`src/rtl/npc_gen.sv`:
```
// ---------------------------------------------------------------------------
// npc_gen -- next-PC generator for the MIPS fetch stage.
//
// Keeps a private copy of the current fetch address and presents the address
// the PC register loads on the next rising edge: sequential (pc+4), branch,
// jump (j/jal) or jump-register (jr/jalr) successor.
//
// Build option:
//   NPC_DELAY_SLOT_EN  defined   : MIPS branch delay slot. A taken transfer
//                                  first lets the slot address through, and
//                                  the target follows one cycle later.
//                                  link_addr = cur_pc + 8.
//                      undefined : the target is presented in the same cycle
//                                  as the transfer. link_addr = cur_pc + 4.
//
// Ports:
//   clk           in   system clock, rising edge
//   rst_npc       in   asynchronous active-high reset
//   stall         in   freeze fetch; all state holds
//   instr_valid   in   decode inputs describe the instruction at cur_pc
//   jmp_type[1:0] in   00 seq, 01 cond. branch, 10 j/jal, 11 jr/jalr
//   br_taken      in   branch condition (jmp_type = 01 only)
//   imm16[15:0]   in   signed branch offset in words
//   imm26[25:0]   in   jump index
//   rs_data[31:0] in   register target for jr/jalr
//   npc_out_addr  out  next fetch address
//   cur_pc        out  current fetch address
//   link_addr     out  return address for jal/jalr
//   redirect      out  high while a non-sequential target is presented
// ---------------------------------------------------------------------------
module npc_gen #(
   parameter logic [31:0] RESET_ADDR = 32'h0000_3000
) (
   input  logic        clk,
   input  logic        rst_npc,
   input  logic        stall,
   input  logic        instr_valid,
   input  logic [1:0]  jmp_type,
   input  logic        br_taken,
   input  logic [15:0] imm16,
   input  logic [25:0] imm26,
   input  logic [31:0] rs_data,
   output logic [31:0] npc_out_addr,
   output logic [31:0] cur_pc,
   output logic [31:0] link_addr,
   output logic        redirect
);

   logic [31:0] cur_pc_q, cur_pc_d;
   logic [31:0] pc4;
   logic [31:0] br_tgt, j_tgt, jr_tgt, tgt;
   logic        xfer;
   logic [31:0] npc_core;
   logic        redir_core;

   // ------------------------------------------------------------------
   // Successor addresses. All adds wrap modulo 2^32 by construction.
   // ------------------------------------------------------------------
   always_comb begin
      pc4    = cur_pc_q + 32'd4;
      br_tgt = pc4 + {{14{imm16[15]}}, imm16, 2'b00};
      j_tgt  = {pc4[31:28], imm26, 2'b00};
      // Masking keeps every rs_data bit referenced while forcing word alignment.
      jr_tgt = rs_data & 32'hFFFF_FFFC;
      xfer   = instr_valid && (jmp_type[1] || (jmp_type == 2'b01 && br_taken));
   end

   always_comb begin
      case (jmp_type)
         2'b10:   tgt = j_tgt;
         2'b11:   tgt = jr_tgt;
         default: tgt = br_tgt;
      endcase
   end

`ifdef NPC_DELAY_SLOT_EN
   typedef enum logic {
      SEQ   = 1'b0,
      DELAY = 1'b1
   } state_e;

   state_e      state_q, state_d;
   logic [31:0] tgt_reg_q, tgt_reg_d;

   // In DELAY the decode inputs belong to the delay-slot instruction and are
   // deliberately ignored, so a transfer in a slot never takes effect.
   always_comb begin
      // NOTE: every variable gets a default first so no path leaves it
      // unassigned; otherwise synthesis infers a latch.
      state_d    = state_q;
      tgt_reg_d  = tgt_reg_q;
      npc_core   = pc4;
      redir_core = 1'b0;
      if (stall) begin
         npc_core = cur_pc_q;
      end else if (state_q == DELAY) begin
         npc_core   = tgt_reg_q;
         redir_core = 1'b1;
         state_d    = SEQ;
      end else if (xfer) begin
         tgt_reg_d = tgt;
         state_d   = DELAY;
      end
   end

   always_ff @(posedge clk or posedge rst_npc) begin
      if (rst_npc) begin
         state_q   <= SEQ;
         tgt_reg_q <= 32'h0;
      end else begin
         state_q   <= state_d;
         tgt_reg_q <= tgt_reg_d;
      end
   end

   assign link_addr = cur_pc_q + 32'd8;
`else
   always_comb begin
      npc_core   = pc4;
      redir_core = 1'b0;
      if (stall) begin
         npc_core = cur_pc_q;
      end else if (xfer) begin
         npc_core   = tgt;
         redir_core = 1'b1;
      end
   end

   assign link_addr = pc4;
`endif

   // A stalled cycle presents cur_pc, so loading npc_core unconditionally
   // also implements the hold.
   assign cur_pc_d = npc_core;

   always_ff @(posedge clk or posedge rst_npc) begin
      if (rst_npc) begin
         cur_pc_q <= RESET_ADDR;
      end else begin
         // NOTE: sequential state uses non-blocking assignment so every flop
         // samples pre-edge values regardless of statement order.
         cur_pc_q <= cur_pc_d;
      end
   end

   // Reset overrides the combinational outputs immediately, even mid-DELAY.
   assign npc_out_addr = rst_npc ? RESET_ADDR : npc_core;
   assign redirect     = !rst_npc && redir_core;
   assign cur_pc       = cur_pc_q;

endmodule

```
`config.mk`:
```
export PLATFORM = sky130hd
export DESIGN_NAME = npc_gen
export DESIGN_NICKNAME = d
export VERILOG_FILES = /design/src/rtl/npc_gen.sv
export SDC_FILE = /design/constraint.sdc
export NUM_CORES = 1
export LEC_CHECK = 0
export BUFFER_PORTS_ARGS = -buffer_cell sky130_fd_sc_hd__buf_2
export CORE_ASPECT_RATIO = 0.8
export CORE_MARGIN = 2
export CORE_UTILIZATION = 52
export DETAILED_ROUTE_END_ITERATION = 12
export PLACE_DENSITY_LB_ADDON = 0.2
export REMOVE_ABC_BUFFERS = 1
export SYNTH_ARGS = -nofsm -noshare
export SYNTH_HDL_FRONTEND = slang
export SYNTH_SLANG_ARGS = --single-unit
```
`constraint.sdc`:
```
create_clock -name clk -period 5.1 [get_ports clk]
set_clock_uncertainty 0.1 [all_clocks]
set_input_delay 0.51 -clock clk [delete_from_list [all_inputs] [get_ports clk]]
set_output_delay 0.51 -clock clk [all_outputs]
set_load 0.005 [all_outputs]
```
==> summary.md, run 1 <==
| Metric | Value |
|---|---|
| Status | `complete, no violations` |
| First DRT Iteration DRCs | `484` |
| Die Area | `10130 um^2` |
| Cell area after placement | `5859 um^2` |
| Count of yosys warnings during synthesis | `0` |
| Clock tree root driver cell | `sky130_fd_sc_hd__clkbuf_16` |
| Synthesized instance count | `649` |
| Wire length of the first global-routing pass | `28.88 mm` |
| Simple logic cell fraction of the synthesized area | `27.49%` |
| Count of nets left with antenna violations after detail routing | `0` |
| Mean area per synthesized cell | `7.484 um^2` |
| Count of flip-flops with a built-in enable after synthesis | `0` |
| Finish-stage setup viols | `0` |
| Routability cong. | `0.9991` |
| Post-detailed-placement half-perimeter wirelength | `13.93 mm` |
| Initial cell density of the core | `53.52%` |
| Part of the Yosys area used for sequential elements | `16.54%` |
| Synthesis-to-finish area growth | `25.81%` |
| Core occupancy in the finished layout | `67.33%` |
| FF-to-FF End | `cur_pc[31]` |
| Worst ir drop on vdd | `0.2537 mV` |
| Core Region | `9076 um^2` |
| Smallest hold slack | `0.2746 ns` |
| Total of buffers placed on input and output ports | `175` |
| Part of the cycle the worst path needs | `98.65%` |
| Post-synthesis share of cell area spent on xor and xnor gates | `8.836%` |
| Via count of the first global-routing pass | `5620` |
| Post-route setup TNS | `0 ns` |
| Die W | `112.1 um` |
| Fraction of layout cells with a size suffix above 1 | `29.85%` |
| Depth of the worst register-to-register path | `15` |
| Fraction of synthesized area in multiplexers | `5.384%` |
| Clock tree from TritonCTS | `built` |
| Min cycle time layout | `5.031 ns` |
| Latest clock arrival within the worst-skew pair | `0.29 ns` |
| Most common cell after layout, fill and taps aside | `sky130_fd_sc_hd__buf_2` |
| Maximum level of the CTS H-tree | `2` |
| Arrival time reported for the critical path endpoint | `4.42 ns` |
| Main combinational cell family by area after synthesis | `compound AO/OA/AOI/OAI gates` |
| Critical Path RT | `4.49 ns` |
| Worst hold path type | `in2async` |
| Sink count of the clock tree | `32` |
| Largest driver fanout on the critical path | `7` |
| First drt pass iteration count | `5` |
| Initial antenna violation count | `0` |
| Die Span Y | `90.45 um` |
| FF-to-FF Start | `cur_pc[13]` |
| R2R Setup Slk | `0.99 ns` |
| Fmax | `198.8 MHz` |
| Vias after detailed routing | `5896` |
| Sum of routed wire length over all layers | `18.63 mm` |
| Worst slew slack as a fraction of its limit | `39.43%` |
| Number of maximum-capacitance constraint violations | `0` |
| I/O pin total | `178` |
| Max clock buf depth | `2` |
| CTS Buf Count | `5` |
| Max FFs per register | `32` |
| Average routed wire per standard cell | `20.05 um` |
| Netlist area before placement | `4857 um^2` |
| Final nets | `930` |
| Total power per unit cell area | `427.7 nW/um^2` |
| ANT cells | `0` |
| Share of synthesized flip-flops with an asynchronous set or reset | `100.0%` |
| Remaining Overflow, GRT | `0` |
| Vias per Instance | `6.347` |
| Hold violation count in the final report | `0` |
| Distinct cell type count after synthesis | `72` |
| Cell leakage power | `2.912 nW` |
| Capturing element type of the critical path | `output pin` |
| Total track usage | `35.38%` |
| Final count of pins violating max slew | `0` |
| Largest net degree at the start of global routing | `49` |
| Kind of launch point of the worst setup path | `flip-flop` |
| Final routed DRC violation total | `0` |
| Cell area after layout | `6111 um^2` |
| Num rows | `31` |
| Slew of the pin with the lowest slew margin | `0.9051 ns` |
| Post-synthesis compound-gate area fraction | `27.51%` |
| Adder-cell area share of the yosys netlist | `9.428%` |
| Number of synthesized register bits | `32` |
| Worst-path clk slew | `0.06 ns` |
| Worst Setup Path Type | `reg2out` |
| Hold-fix buffer count after cts | `0` |
| Commonest cells after routing, fill and taps aside | `175 x sky130_fd_sc_hd__buf_2, 62 x sky130_fd_sc_hd__a21oi_1, 52 x sky130_fd_sc_hd__nand2_1` |
| Post-synth top flop | `sky130_fd_sc_hd__dfrtp_1` |
-- layout make-up --
| cell class | count | area [um^2] |
|---|---|---|
| well taps | 115 | 143.9 |
| fillers | 829 | 2965 |
| clock inverters | 2 | 10.01 |
| inverters | 21 | 78.83 |
| clock buffers | 6 | 138.9 |
| multi-input cells | 559 | 3916 |
| flip-flops and latches | 32 | 804.5 |
| repair buffers | 194 | 1018 |
-- timing repair --
| item | in CTS | in global routing |
|---|---|---|
| endpoints found under the hold margin | 0 | 0 |
| buffers inserted | 0 | 1 |
| resized for setup | 2 | 18 |
| pin swaps | 0 | 4 |
| setup endpoints to repair | 1 | 8 |
-- critical path, cell delays in order (launching register included) --
cell and delay (ns):
sky130_fd_sc_hd__dfstp_2 0.63, sky130_fd_sc_hd__nand3_1 0.15, sky130_fd_sc_hd__nor4_4 0.43, sky130_fd_sc_hd__nand4_1 0.19
sky130_fd_sc_hd__nor2_1 0.33, sky130_fd_sc_hd__nand3_1 0.21, sky130_fd_sc_hd__xnor2_1 0.19, sky130_fd_sc_hd__buf_4 0.15
sky130_fd_sc_hd__ha_1 0.32, sky130_fd_sc_hd__and4_1 0.25, sky130_fd_sc_hd__nand2_1 0.11, sky130_fd_sc_hd__nor4_1 0.23
sky130_fd_sc_hd__a21oi_1 0.18, sky130_fd_sc_hd__mux2i_1 0.16, sky130_fd_sc_hd__and4_1 0.23, sky130_fd_sc_hd__nor3_1 0.19
sky130_fd_sc_hd__buf_2 0.16
-- where the power goes --
| group | leakage, nW | internal (W) | switching [W] |
|---|---|---|---|
| sequential | 0.374 | 0.000339 | 0.000168 |
| combinational | 2.46 | 0.000779 | 0.000995 |
| clock | 0.0766 | 0.000193 | 0.000139 |
| total | 2.91 | 0.00131 | 0.00130 |
-- routing by layer --
metal | wire [um] | GRT usage, % | vias to the layer above
met5 | 0 | 0 | -
met4 | 518 | 11.38 | 0
met3 | 1978 | 7.047 | 45
met2 | 8009 | 54.65 | 380
met1 | 8124 | 49.69 | 2728
li1 | - | - | 2743
-- synth_stat cells (12+ instances only) --
library cell,count,area (um^2)
sky130_fd_sc_hd__xnor2_1,37,324.1
sky130_fd_sc_hd__clkbuf_1,29,108.9
sky130_fd_sc_hd__ha_1,35,437.9
sky130_fd_sc_hd__a21o_1,19,142.6
sky130_fd_sc_hd__nor3_1,19,95.09
sky130_fd_sc_hd__nand2b_1,12,75.07
sky130_fd_sc_hd__mux2i_1,25,250.2
sky130_fd_sc_hd__a21oi_1,62,310.3
sky130_fd_sc_hd__nand4_1,13,81.33
sky130_fd_sc_hd__nor2_1,48,180.2
sky130_fd_sc_hd__dfrtp_1,30,750.7
sky130_fd_sc_hd__inv_1,21,78.83
sky130_fd_sc_hd__o21ai_0,26,130.1
sky130_fd_sc_hd__nand3_1,27,135.1
sky130_fd_sc_hd__nand2_1,52,195.2
sky130_fd_sc_hd__and2_1,28,175.2
sky130_fd_sc_hd__a211oi_1,16,120.1
sky130_fd_sc_hd__xor2_1,12,105.1
-- how the worst max path moves through the flow --
stage | to | depth (start not counted) | slack, ns | startpoint
2_1_floorplan | npc_out_addr[31] | 14 | 0.88 | cur_pc[2]
3_3_place_gp | npc_out_addr[31] | 15 | 0.40 | cur_pc[12]
3_5_place_dp | npc_out_addr[31] | 16 | 0.28 | cur_pc[12]
4_1_cts | npc_out_addr[31] | 15 | 0.09 | cur_pc[12]
5_1_grt | npc_out_addr[31] | 16 | -0.01 | cur_pc[12]
6_report | npc_out_addr[28] | 16 | 0.07 | cur_pc[13]
-- per-stage QoR --
stage / power [W] / setup slack (ns) / std cells
global placement: 0.002143 / 0.4044 / 920
floorplan: 0.001596 / 0.8779 / 612
detailed placement: 0.002190 / 0.2756 / 920
finish: 0.002614 / 0.06878 / 929
CTS: 0.002529 / 0.08918 / 928
global route: 0.002788 / -0.009792 / 929
-- kinds of logic (layout without fill, tap and decap cells) --
family,after synthesis,in the layout
AO/OA/AOI/OAI,201,201
XOR/XNOR,49,49
adder cells (fa/ha/maj),36,36
buffers and inverters,58,223
flip-flops,32,32
multiplexers,26,26
AND/OR/NAND/NOR,247,247
Power figures use the tool's default switching activity.
==> run 2: changes to the inputs <==
Settings changed: ABC_AREA set to 1, CORE_UTILIZATION 52 to 53.
==> run 2 against run 1 <==
Effect of this change:
- synthesized cell count increased by 55%
- combinational power shrank 24%
- critical path depth rose by 5
- register-to-register slack better by 0.35 ns
- power fell by 21%
- die area up 12%
- first-iteration DRC count increased by 30%
- worst setup slack better by 0.46 ns
- sequential power is 23% lower
- worst hold slack gained 0.15 ns
- count of clock-buffer cells in the layout is the same
- critical endpoint is now npc_out_addr[25]
- largest cell class unchanged
- highest routed layer is now met5
==> summary.md, run 2 <==
| Metric | Value |
|---|---|
| Unrepaired setup endpoints after global routing | `no` |
| Sum of routed wire length over all layers | `19.97 mm (was 18.63 mm)` |
| Slowest stage cell on the critical path | `sky130_fd_sc_hd__nor3_1 (was sky130_fd_sc_hd__dfstp_2)` |
| Worst hold path type | `reg2reg (was in2async)` |
| Netlist area before placement | `5555 um^2 (was 4857 um^2)` |
| Smallest hold slack | `0.4224 ns (was 0.2746 ns)` |
| Mean area per synthesized cell | `5.533 um^2 (was 7.484 um^2)` |
| Cell area after layout | `6685 um^2 (was 6111 um^2)` |
| FF-to-FF End | `cur_pc[29] (was cur_pc[31])` |
| Final count of pins violating max slew | `0 (unchanged)` |
| Die Area | `11320 um^2 (was 10130 um^2)` |
| Kind of launch point of the worst setup path | `flip-flop (unchanged)` |
| Via count of the first global-routing pass | `6125 (was 5620)` |
| Worst ir drop on vdd | `0.2043 mV (was 0.2537 mV)` |
| CTS Buf Count | `5 (unchanged)` |
| Capturing element type of the critical path | `output pin (unchanged)` |
| Sink count of the clock tree | `32 (unchanged)` |
| Worst Setup Path Type | `reg2out (unchanged)` |
| Vias per Instance | `5.327 (was 6.347)` |
| Die Span Y | `95.57 um (was 90.45 um)` |
| Placement-stage worst setup slack | `0.9799 ns (was 0.2756 ns)` |
| Post-synth top flop | `sky130_fd_sc_hd__dfrtp_1 (unchanged)` |
| Num rows | `33 (was 31)` |
| Share of synthesized flip-flops with an asynchronous set or reset | `100.0% (unchanged)` |
| PnR worst setup slack | `0.5251 ns (was 0.06878 ns)` |
| Number of cells on the worst hold path | `2` |
| Final nets | `1283 (was 930)` |
| Fraction of layout cells with a size suffix above 1 | `20.65% (was 29.85%)` |
| Post-synth top area share | `24.59% (was 15.46%)` |
| Post-CTS setup buffer count | `0 (unchanged)` |
| Total track usage | `34.55% (was 35.38%)` |
| Count of flip-flops with a built-in enable after synthesis | `0 (unchanged)` |
| Hold violation count in the final report | `0 (unchanged)` |
| Maximum level of the CTS H-tree | `2 (unchanged)` |
| Vias after detailed routing | `6963 (was 5896)` |
| FF-to-FF Start | `cur_pc[2] (was cur_pc[13])` |
| Synthesis-to-finish area growth | `20.34% (was 25.81%)` |
| Clock tree from TritonCTS | `built (unchanged)` |
| Commonest cells after routing, fill and taps aside | `364 x sky130_fd_sc_hd__nand2_1, 175 x sky130_fd_sc_hd__buf_2, 166 x sky130_fd_sc_hd__inv_1 (was 175 x sky130_fd_sc_hd__buf_2, 62 x sky130_fd_sc_hd__a21oi_1, 52 x sky130_fd_sc_hd__nand2_1)` |
| Distinct cell type count after synthesis | `49 (was 72)` |
| Count of nets left with antenna violations after detail routing | `0 (unchanged)` |
| Wire length of the first global-routing pass | `30.75 mm (was 28.88 mm)` |
| Chain of cells forming the critical path | `ha_1 > nand2_1 > nor2_1 > inv_1 > nor3_1 > xor2_1 > inv_1 > ha_1 > nand2_1 > nor2_1 > nand2_1 > nor2_1 > nand2_1 > nand3_1 > nand2_1 > nand3_1 > nand2_1 > nand2_1 > nand2_1 > a21oi_1 > buf_2 (was nand3_1 > nor4_4 > nand4_1 > nor2_1 > nand3_1 > xnor2_1 > buf_4 > ha_1 > and4_1 > nand2_1 > nor4_1 > a21oi_1 > mux2i_1 > and4_1 > nor3_1 > buf_2)` |
| Initial cell density of the core | `54.25% (was 53.52%)` |
| Arrival time reported for the critical path endpoint | `3.96 ns (was 4.42 ns)` |
| Largest driver fanout on the critical path | `4 (was 7)` |
| Routability cong. | `0.9555 (was 0.9991)` |
| Post-detailed-placement half-perimeter wirelength | `16.10 mm (was 13.93 mm)` |
| R2R Setup Slk | `1.34 ns (was 0.99 ns)` |
| Cell mode on critical path | `sky130_fd_sc_hd__nand2_1` |
| Synth area leaders | `sky130_fd_sc_hd__nand2_1 25%, sky130_fd_sc_hd__dfrtp_1 14%, sky130_fd_sc_hd__inv_1 11% (was sky130_fd_sc_hd__dfrtp_1 15%, sky130_fd_sc_hd__ha_1 9.0%, sky130_fd_sc_hd__xnor2_1 6.7%)` |
| Core occupancy in the finished layout | `65.29% (was 67.33%)` |
| Synthesized instance count | `1004 (was 649)` |
| Largest net degree at the start of global routing | `44 (was 49)` |
| Worst-path clk slew | `0.05 ns (was 0.06 ns)` |
| Number of synthesized register bits | `32 (unchanged)` |
| Core Region | `10240 um^2 (was 9076 um^2)` |
| Average routed wire per standard cell | `15.28 um (was 20.05 um)` |
| Max FFs per register | `32 (unchanged)` |
| Count of yosys warnings during synthesis | `0 (unchanged)` |
| Worst slew slack as a fraction of its limit | `17.68% (was 39.43%)` |
| Depth of the worst register-to-register path | `19 (was 15)` |
| First drt pass iteration count | `5 (unchanged)` |
| Leading cell types by count after synthesis | `364 x sky130_fd_sc_hd__nand2_1, 166 x sky130_fd_sc_hd__inv_1, 94 x sky130_fd_sc_hd__nor2_1 (was 62 x sky130_fd_sc_hd__a21oi_1, 52 x sky130_fd_sc_hd__nand2_1, 48 x sky130_fd_sc_hd__nor2_1)` |
| ANT cells | `0 (unchanged)` |
| Peak per-stage delay on the critical path | `0.45 ns (was 0.63 ns)` |
| Die W | `118.5 um (was 112.1 um)` |
| Final routed DRC violation total | `0 (unchanged)` |
| Part of the cycle the worst path needs | `89.70% (was 98.65%)` |
| Clock tree root driver cell | `sky130_fd_sc_hd__clkbuf_16 (unchanged)` |
| Slew of the pin with the lowest slew margin | `1.232 ns (was 0.9051 ns)` |
| Most instantiated library cell after synthesis | `sky130_fd_sc_hd__nand2_1 (was sky130_fd_sc_hd__a21oi_1)` |
| Most common cell after layout, fill and taps aside | `sky130_fd_sc_hd__nand2_1 (was sky130_fd_sc_hd__buf_2)` |
| Min cycle time layout | `4.575 ns (was 5.031 ns)` |
| Number of maximum-capacitance constraint violations | `0 (unchanged)` |
| I/O pin total | `178 (unchanged)` |
| Finish-stage setup viols | `0 (unchanged)` |
| Worst hold path startpoint | `cur_pc[12]` |
| Part of the Yosys area used for sequential elements | `14.46% (was 16.54%)` |
| Critical Path RT | `4.49 ns (about the same)` |
| Initial antenna violation count | `1 (was 0)` |
| Largest delay contributor family on the critical path | `simple AND/OR/NAND/NOR gates (unchanged)` |
| Fmax | `218.6 MHz (was 198.8 MHz)` |
| Remaining Overflow, GRT | `0 (unchanged)` |
| Max clock buf depth | `2 (unchanged)` |
| Latest clock arrival within the worst-skew pair | `0.28 ns (was 0.29 ns)` |
| Count of instances resized after the clock tree is built | `0 (was 2)` |
| Hold-fix buffer count after cts | `0 (unchanged)` |
| Capture endpoint of the worst hold path | `cur_pc[12]` |
| Post-route setup TNS | `0 ns (unchanged)` |
| Cell area after placement | `6521 um^2 (was 5859 um^2)` |
| Total of buffers placed on input and output ports | `175 (unchanged)` |
| First DRT Iteration DRCs | `628 (was 484)` |
| Total power per unit cell area | `309.1 nW/um^2 (was 427.7 nW/um^2)` |
| Status | `complete, no violations (unchanged)` |
| Buffer and inverter count on the worst path | `3 (was 2)` |
| Dominant cell type by area after synthesis | `sky130_fd_sc_hd__nand2_1 (was sky130_fd_sc_hd__dfrtp_1)` |
| Cell leakage power | `3.979 nW (was 2.912 nW)` |
==> run 2: final cells by class <==
cell class	count	area [um^2]
timing repair buffer	178	898.4
clock inverter	2	35.03
clock buffer	6	128.9
inverter	174	653.1
multi-input combinational	775	3991
sequential	32	803.3
tap	140	175.2
fill	1084	3555
==> run 2: metrics by stage <==
| stage | power, W | instances |
|---|---|---|
| detailed placement | 0.001692 | 1299 |
| finish | 0.002066 | 1307 |
| floorplan | 0.001240 | 981 |
| CTS | 0.002042 | 1307 |
| global placement | 0.001669 | 1299 |
| global route | 0.002253 | 1307 |
==> run 2: worst max-delay path by stage <==
stage | startpoint | endpoint | slack, ns | cells past startpoint
after floorplan | cur_pc[12] | npc_out_addr[29] | 1.77 | 20
after global placement | cur_pc[2] | npc_out_addr[29] | 1.04 | 20
after detailed placement | cur_pc[2] | npc_out_addr[25] | 0.98 | 21
after CTS | cur_pc[2] | npc_out_addr[25] | 0.67 | 21
after global routing | cur_pc[2] | npc_out_addr[25] | 0.23 | 21
final | cur_pc[2] | npc_out_addr[25] | 0.53 | 21
==> run 2: power by group <==
group / switching (W) / internal [W]
clock network: 0.000113 / 0.000230
registers: 0.0000820 / 0.000306
logic: 0.000862 / 0.000474
==> run 2: per-layer routing <==
layer | wire length [um] | share of wire [%] | vias up | track usage [%]
met3 | 1967 | 9.8 | 46 | 6.579
met5 | 13 | 0.065 | - | 0
met4 | 579 | 2.9 | 2 | 10.42
met2 | 8780 | 44 | 390 | 57.13
met1 | 8631 | 43 | 3036 | 46.12
li1 | - | - | 3489 | -
==> run 2: kinds of logic after synthesis <==
kind of cell | count (synthesis) | share of synthesized area [%]
AOI/OAI and AO/OA | 125 | 13.83
DFF | 32 | 14.46
buffers and inverters | 197 | 13.69
and+or+nand+nor | 593 | 46.19
adders and majority gates | 36 | 8.243
xor gates and xnor gates | 21 | 3.581
==> run 2: worst min-delay path, stage by stage, from the launching register on <==
cell	delay [ns]
sky130_fd_sc_hd__dfstp_2	0.39
sky130_fd_sc_hd__nand2_1	0.08
sky130_fd_sc_hd__nand2_1	0.05
==> run 3: changes to the inputs <==
--- a/constraint.sdc
+++ b/constraint.sdc
@@ -4,2 +4,2 @@
 set_output_delay 0.51 -clock clk [all_outputs]
-set_load 0.005 [all_outputs]
+set_load 0.05 [all_outputs]
==> run 3 against run 2 <==
Effect of this change:
- worst hold slack improved by 0.0013 ns
- non-clock buffer count increased by 1
- critical endpoint is now npc_out_addr[24]
- flip-flop and latch count unchanged
- global-route usage decreased by 0.31 points
- fmax decreased by 4.8%
- via count increased by 1.1%
- power increased by 23%
- wire length about the same
- critical path type unchanged
==> summary.md, run 3 (synthesis results as in run 2) <==
| Metric | Value |
|---|---|
| Status | `complete, no violations (unchanged)` |
| Die Area | `11320 um^2 (unchanged)` |
| Hold violation count in the final report | `0 (unchanged)` |
| Largest driver fanout on the critical path | `4 (unchanged)` |
| Commonest cells after routing, fill and taps aside | `364 x sky130_fd_sc_hd__nand2_1, 175 x sky130_fd_sc_hd__buf_2, 166 x sky130_fd_sc_hd__inv_1 (unchanged)` |
| Unrepaired setup endpoints after global routing | `no (unchanged)` |
| Initial antenna violation count | `1 (unchanged)` |
| Worst ir drop on vdd | `0.3128 mV (was 0.2043 mV)` |
| Worst slew slack as a fraction of its limit | `28.94% (was 17.68%)` |
| Sum of routed wire length over all layers | `19.96 mm (was 19.97 mm)` |
| Clock tree root driver cell | `sky130_fd_sc_hd__clkbuf_16 (unchanged)` |
| Placement-stage worst setup slack | `0.7647 ns (was 0.9799 ns)` |
| Die Span Y | `95.57 um (unchanged)` |
| Vias per Instance | `5.385 (was 5.327)` |
| Fmax | `208.0 MHz (was 218.6 MHz)` |
| Max FFs per register | `32 (unchanged)` |
| Remaining Overflow, GRT | `0 (unchanged)` |
| Routability cong. | `0.9627 (was 0.9555)` |
| PnR worst setup slack | `0.2932 ns (was 0.5251 ns)` |
| Met2 capacity usage during global routing | `56.70% (was 57.13%)` |
| Fraction of layout cells with a size suffix above 1 | `20.72% (was 20.65%)` |
| Count of nets left with antenna violations after detail routing | `0 (unchanged)` |
| Post-detailed-placement half-perimeter wirelength | `16.19 mm (was 16.10 mm)` |
| Slew of the pin with the lowest slew margin | `1.065 ns (was 1.232 ns)` |
| Maximum level of the CTS H-tree | `2 (unchanged)` |
| Critical Path RT | `4.49 ns (about the same)` |
| Latest clock arrival within the worst-skew pair | `0.28 ns (about the same)` |
| Sink count of the clock tree | `32 (unchanged)` |
| ANT cells | `0 (unchanged)` |
| Met1 track demand over resource | `44.51% (was 46.12%)` |
| Global routing's busiest layer | `met2 (unchanged)` |
| Vias after detailed routing | `7043 (was 6963)` |
| Worst hold path type | `reg2reg (unchanged)` |
| Finish-stage setup viols | `0 (unchanged)` |
| Worst Setup Path Type | `reg2out (unchanged)` |
| Hold-fix buffer count after cts | `0 (unchanged)` |
| CTS Buf Count | `5 (unchanged)` |
| Kind of launch point of the worst setup path | `flip-flop (unchanged)` |
| Post-CTS setup buffer count | `0 (unchanged)` |
| Cell leakage power | `3.983 nW (was 3.979 nW)` |
| Final nets | `1284 (was 1283)` |
| Core Region | `10240 um^2 (unchanged)` |
| Synthesis-to-finish area growth | `20.47% (was 20.34%)` |
| Average routed wire per standard cell | `15.26 um (was 15.28 um)` |
| Total power per unit cell area | `380.6 nW/um^2 (was 309.1 nW/um^2)` |
| Post-route setup TNS | `0 ns (unchanged)` |
| Min cycle time layout | `4.807 ns (was 4.575 ns)` |
| Smallest hold slack | `0.4236 ns (was 0.4224 ns)` |
| Wire length of the first global-routing pass | `30.26 mm (was 30.75 mm)` |
| Number of maximum-capacitance constraint violations | `0 (unchanged)` |
| Met3 track demand over resource in global routing | `6.998% (was 6.579%)` |
| Most common cell after layout, fill and taps aside | `sky130_fd_sc_hd__nand2_1 (unchanged)` |
| First DRT Iteration DRCs | `555 (was 628)` |
| Via count of the first global-routing pass | `6060 (was 6125)` |
| Num rows | `33 (unchanged)` |
| Clock tree from TritonCTS | `built (unchanged)` |
| I/O pin total | `178 (unchanged)` |
| Count of instances resized after the clock tree is built | `0 (unchanged)` |
| Final routed DRC violation total | `0 (unchanged)` |
| Part of the cycle the worst path needs | `94.25% (was 89.70%)` |
| First drt pass iteration count | `7 (was 5)` |
| Worst-path clk slew | `0.05 ns (about the same)` |
| Arrival time reported for the critical path endpoint | `4.20 ns (was 3.96 ns)` |
| Initial cell density of the core | `54.25% (unchanged)` |
| Max clock buf depth | `2 (unchanged)` |
| Die W | `118.5 um (unchanged)` |
| Capturing element type of the critical path | `output pin (unchanged)` |
| Largest net degree at the start of global routing | `43 (was 44)` |
| Total track usage | `34.24% (was 34.55%)` |
| Final count of pins violating max slew | `0 (unchanged)` |
| Total of buffers placed on input and output ports | `175 (unchanged)` |
## run 3: through the flow
stage / power (W) / cells / cell area, um^2 / utilization (%)
2_1_floorplan: 0.001719 / 981 / 5448 / -
3_3_place_gp: 0.002157 / 1300 / 6529 / 63.76
3_5_place_dp: 0.002174 / 1300 / 6529 / 63.76
4_1_cts: 0.002522 / 1308 / 6693 / 65.36
5_1_grt: 0.002729 / 1308 / 6693 / 65.36
6_report: 0.002547 / 1308 / 6693 / 65.36
## run 3: final cells by class
class	instances	area, um^2
Sequential cell	32	803.3
Multi-Input combinational cell	775	3991
Fill cell	1058	3547
Timing Repair Buffer	179	905.9
Tap cell	140	175.2
Inverter	174	653.1
Clock inverter	2	35.03
Clock buffer	6	128.9
## run 3: path summary, 6_finish.rpt
| check | startpoint | end | slack, ns | depth (start not counted) |
|---|---|---|---|---|
| setup / recovery | cur_pc[2] | npc_out_addr[24] | 0.29 | 21 |
| hold / removal | cur_pc[12] | cur_pc[12] | 0.42 | 2 |
| setup reg to reg | cur_pc[2] | cur_pc[24] | 1.34 | 19 |
| hold reg to reg | cur_pc[12] | cur_pc[12] | 0.42 | 2 |
| max in group asynchronous | rst_npc | cur_pc[14] | 3.47 | 3 |
| min in group asynchronous | rst_npc | cur_pc[23] | 0.68 | 2 |
## run 3: critical path, stage by stage (launching register included)
cell and delay (ns):
sky130_fd_sc_hd__dfrtp_1 0.42, sky130_fd_sc_hd__ha_1 0.27, sky130_fd_sc_hd__nand2_1 0.09, sky130_fd_sc_hd__nor2_1 0.14, sky130_fd_sc_hd__inv_1 0.12, sky130_fd_sc_hd__nor3_1 0.48, sky130_fd_sc_hd__xor2_1 0.34, sky130_fd_sc_hd__inv_1 0.13
sky130_fd_sc_hd__ha_1 0.37, sky130_fd_sc_hd__nand2_1 0.10, sky130_fd_sc_hd__nor2_1 0.20, sky130_fd_sc_hd__nand2_1 0.12, sky130_fd_sc_hd__nor2_1 0.11, sky130_fd_sc_hd__nand2_1 0.09, sky130_fd_sc_hd__nand3_1 0.11, sky130_fd_sc_hd__nand2_1 0.05
sky130_fd_sc_hd__nand3_1 0.11, sky130_fd_sc_hd__nand2_1 0.06, sky130_fd_sc_hd__nand2_1 0.08, sky130_fd_sc_hd__nand2_1 0.08, sky130_fd_sc_hd__a21oi_1 0.13, sky130_fd_sc_hd__buf_2 0.28
## run 3: metal layers
metal	wire length, um	part of all wire (%)
met1	8383	42
met2	8663	43
met3	2127	11
met4	774	3.9
met5	13	0.065
## run 3: power breakdown
| group | switching, W | internal (W) |
|---|---|---|
| logic | 0.00134 | 0.000478 |
| registers | 0.0000823 | 0.000306 |
| clock network | 0.000114 | 0.000230 |
